==> config.mk <==
export PLATFORM = sky130hd
export DESIGN_NAME = vending_change
export DESIGN_NICKNAME = d
export VERILOG_FILES = /design/src/rtl/vending_change.sv
export SDC_FILE = /design/constraint.sdc
export NUM_CORES = 1
export LEC_CHECK = 0
export CAP_MARGIN = 10
export CORE_UTILIZATION = 55
export DETAILED_ROUTE_END_ITERATION = 6
export PLACE_DENSITY = 0.79
export REMOVE_ABC_BUFFERS = 1
export SYNTH_ARGS = -nofsm -noshare
export SYNTH_HDL_FRONTEND = slang
export SYNTH_SLANG_ARGS = --single-unit
==> constraint.sdc <==
create_clock -name clk -period 3.7 [get_ports clk]
set_input_delay 0.555 -clock clk [delete_from_list [all_inputs] [get_ports clk]]
set_output_delay 0.555 -clock clk [all_outputs]
set_load 0.1 [all_outputs]
==> src/rtl/vending_change.sv <==
// Coin-operated vending controller with 5-rupee change return.
// Accepts 5/10/20 rupee coins, dispenses once credit covers PRICE, then
// pays out any excess one 5-rupee coin per cycle. Cancel refunds all credit.
//
//   state     | meaning
//   ----------+-----------------------------------------------------------
//   ST_ACCEPT | idle/collecting coins; credit accumulates
//   ST_VEND   | out pulses for this one cycle; PRICE is deducted on exit
//   ST_CHANGE | change pulses each cycle; 5 is deducted per cycle
module vending_change #(
   parameter int unsigned PRICE = 15,
   parameter int unsigned CW    = 8
) (
   input  logic          clk,
   input  logic          rst,
   input  logic [1:0]    coin,
   input  logic          cancel,
   output logic          out,
   output logic          change,
   output logic [CW-1:0] credit,
   output logic          busy,
   output logic          coin_rej
);

   typedef enum logic [1:0] {
      ST_ACCEPT = 2'd0,
      ST_VEND   = 2'd1,
      ST_CHANGE = 2'd2
   } state_e;

   localparam logic [CW-1:0] PRICE_C = CW'(PRICE);
   localparam logic [CW-1:0] FIVE_C  = CW'(5);

   state_e        state_q, state_d;
   logic [CW-1:0] credit_q, credit_d;
   logic          coin_rej_q, coin_rej_d;
   logic [CW-1:0] coin_val;
   logic [CW-1:0] sum;

   // Decode the coin code into rupees.
   always_comb begin
      coin_val = '0;
      case (coin)
         2'b01:   coin_val = CW'(5);
         2'b10:   coin_val = CW'(10);
         2'b11:   coin_val = CW'(20);
         default: coin_val = '0;
      endcase
   end

   // Width is sized so that the largest reachable sum cannot wrap.
   assign sum = credit_q + coin_val;

   // Next-state and credit update.
   always_comb begin
      state_d    = state_q;
      credit_d   = credit_q;
      coin_rej_d = 1'b0;
      case (state_q)
         ST_ACCEPT: begin
            if (cancel) begin
               // Cancel refunds everything, including a coin arriving now,
               // even if that coin would have covered the price.
               if (sum != '0) begin
                  credit_d = sum;
                  state_d  = ST_CHANGE;
               end
            end else begin
               credit_d = sum;
               if (sum >= PRICE_C) state_d = ST_VEND;
            end
         end
         ST_VEND: begin
            coin_rej_d = (coin != 2'b00);
            if (credit_q > PRICE_C) begin
               credit_d = credit_q - PRICE_C;
               state_d  = ST_CHANGE;
            end else begin
               credit_d = '0;
               state_d  = ST_ACCEPT;
            end
         end
         ST_CHANGE: begin
            coin_rej_d = (coin != 2'b00);
            // Credit is always a multiple of 5; the <= guard keeps a
            // corrupted value from underflowing.
            if (credit_q <= FIVE_C) begin
               credit_d = '0;
               state_d  = ST_ACCEPT;
            end else begin
               credit_d = credit_q - FIVE_C;
            end
         end
         default: begin
            // Illegal encoding: return to idle, keep the customer's credit.
            coin_rej_d = (coin != 2'b00);
            state_d    = ST_ACCEPT;
         end
      endcase
   end

   // State, credit and reject-pulse registers; reset drops all credit.
   always_ff @(posedge clk or negedge rst) begin
      if (!rst) begin
         state_q    <= ST_ACCEPT;
         credit_q   <= '0;
         coin_rej_q <= 1'b0;
      end else begin
         state_q    <= state_d;
         credit_q   <= credit_d;
         coin_rej_q <= coin_rej_d;
      end
   end

   // Moore outputs straight from registered state.
   always_comb begin
      out      = (state_q == ST_VEND);
      change   = (state_q == ST_CHANGE);
      busy     = (state_q != ST_ACCEPT);
      credit   = credit_q;
      coin_rej = coin_rej_q;
   end

endmodule
==> impl_results.md <==
- Status: finished clean
- Max-cap check violation count: 0
- Post-synth top cells: nand2_1, nor2_1, inv_1
- Total core area: 0.00228 mm2
- Sequential cell area: 275 um2
- Met3 wire length: 178 um
- Top cell type's share of synthesized area: 20.3%
- M1 wire length: 1590 um
- Die height: 51.6 um
- Slew Limit Fails: 0
- Setup violators final: 0
- Syn Area/Cell: 7.61 um2
- Die area: 0.00267 mm2
- WP data required: 3860 ps
- Std cell rows: 17
- Synth Cell Area: 0.00136 mm2
- Largest area contributor in the netlist: dfrtp_1
- Flops & latches, synth: 11
- Ys async rst share: 100%
- Sequential area share after synthesis: 20.3%
- Ys flop type: dfrtp_1
- Final GP Congestion: 0.917
- Critical Path Source: coin[0]
- RR Endpoint: credit[4]$_DFFE_PN0P_
- Cells after synthesis: 178
- Layout area overhead: 14.3%
- Pre-antenna DRT Iters: 4
- Largest fanout on the critical path: 8
- Yosys cell types: 51
- Gr usage total: 29.8%
- PortBufs: 16
- Global-route wire length before repair: 5910 um
- Final HPWL DP: 2600 um
- Final Cycle Share: 91.9%
- Root buf cell: clkbuf_4
- Reg2Reg Setup Slack: 620 ps
- Uppermost layer routed: met4
- Final Hold Viols: 0
- WL/cell: 16.1 um
- Pin count of the biggest net entering global routing: 18
- Setup Crit Path Kind: in -> reg
- Clock transition at path regs: 70 ps
- Worst path arrival time: 3560 ps
- DRT iter0 DRCs: 52
- CTS Buf Count: 3
- Net count, final: 206
- Area of the multi-input gates: 983 um2
- Top cells by area, synth: dfrtp_1, ha_1, nand2_1
- Sum Neg Setup Slack: 0 ps
- RSZ-0062 raised after global routing: false
- Worst-skew pair later-pin latency: 270 ps
- Worst Hold Class: in -> async
- Post-layout util: 68.1%
- Met2 wire length: 1640 um
- Final min period: 3400 ps
- Layout cells sized above 1: 6.84%
- Worst-Margin Slew: 980 ps
- Drt total wl: 3500 um
- CTS tree: built
- Post-CTS Resized: 0
- CTS sink cnt: 11
- Reg2Reg Depth: 8
- Via-per-instance ratio: 6.53
- Vias in the first global route: 1337
- Yosys synthesis warning count: 0
- CP startpoint kind: input port
- Hold-fix buffers, CTS: 0
- DR DRC count: 0
- Number of flops mapped to enable cells by yosys: 0
- Overflow after GRT: 0
- Reg2reg start: credit[2]$_DFFE_PN0P_
- Clock Path Buffers: 2
- I/O pin count: 17
- Max-slew headroom: 34.5%
- Initial antenna violation count: 0
- Post-CTS setup buffer count: 0
- Fillers: 168
- Final antenna-violating net count: 0
- Initial core utilization: 59.5%
- Fmax: 294 MHz
- Setup crit end kind: register
- Vias: 1423
- Die X: 51.6 um
- Clk_skew: 2.15 ps
- H-tree Lvls: 1
- Diode count: 0
-- final cells by class --
cell class | count | area share, %
inverters | 13 | 3.15
clock buffers | 4 | 1.70
flip-flops and latches | 11 | 17.8
repair buffers | 19 | 11.6
well taps | 28 | 2.26
multi-input cells | 143 | 63.5
-- logic make-up (layout without fill, tap and decap cells) --
family | Yosys count | in the layout | share of synthesized area [%]
fa+ha+maj | 10 | 10 | 9.23
compound gates | 55 | 55 | 28.7
buf+inv | 24 | 36 | 7.11
xor+xnor | 8 | 8 | 5.73
mux | 5 | 5 | 3.79
flops | 11 | 11 | 20.3
simple gates | 65 | 65 | 25.1
-- registers in the layout, summed over array words and instances (netlist names) --
register	cells
state_q	2
coin_rej	1
credit	8
-- cell usage in the layout (no fill, tap or decap), drive strengths merged, types with 2 or more instances in the layout --
master,Yosys,routed
nor4,5,5
o31a,2,2
or3,5,5
dfrtp,11,11
nand3,4,4
o221ai,2,2
inv,13,13
a31oi,7,7
clkbuf,7,4
nand2,17,17
nand2b,3,3
a211o,2,2
o21a,2,2
ha,10,10
nor2,17,17
nor2b,3,3
buf,4,4
clkdlybuf4s50,0,15
o21ai,8,8
xnor2,8,8
o22a,3,3
o22ai,4,4
a221o,3,3
a22oi,2,2
mux2i,4,4
a21oi,10,10
nor3,3,3
-- critical path: stages --
cell and delay [ps]:
clkdlybuf4s50_1 560, nor2b_1 190, ha_1 220, nor2_1 80, o31a_1 300, or3_1 380, a221o_1 390, nor4_4 480
nor2_1 170, o22a_1 230
-- layer usage --
layer | vias up | GRT usage, %
met5 | - | 0
met1 | 674 | 37.2
met4 | 0 | 13.1
met2 | 55 | 51.3
met3 | 11 | 3.51
li1 | 683 | -
-- worst max-delay path by stage --
stage | slack (ps) | endpoint | depth (start not counted)
4_1_cts | 320 | credit[4]$_DFFE_PN0P_ | 10
5_1_grt | 140 | credit[4]$_DFFE_PN0P_ | 10
2_1_floorplan | 180 | credit[6]$_DFFE_PN0P_ | 8
6_report | 300 | credit[4]$_DFFE_PN0P_ | 10
3_3_place_gp | 150 | credit[6]$_DFFE_PN0P_ | 9
3_5_place_dp | 50 | credit[4]$_DFFE_PN0P_ | 10
-- stage by stage --
stage / hold WS (ps) / cell area, um2 / instances / setup slack (ps)
floorplan: 259 / 1310 / 167 / 180
global placement: 565 / 1520 / 214 / 146
detailed placement: 589 / 1520 / 214 / 45.8
CTS: 609 / 1550 / 218 / 325
global route: 643 / 1550 / 218 / 141
finish: 606 / 1550 / 218 / 301
Power is not shown: default switching activity piles up to over one toggle a cycle in this logic, so the estimate is an artifact.
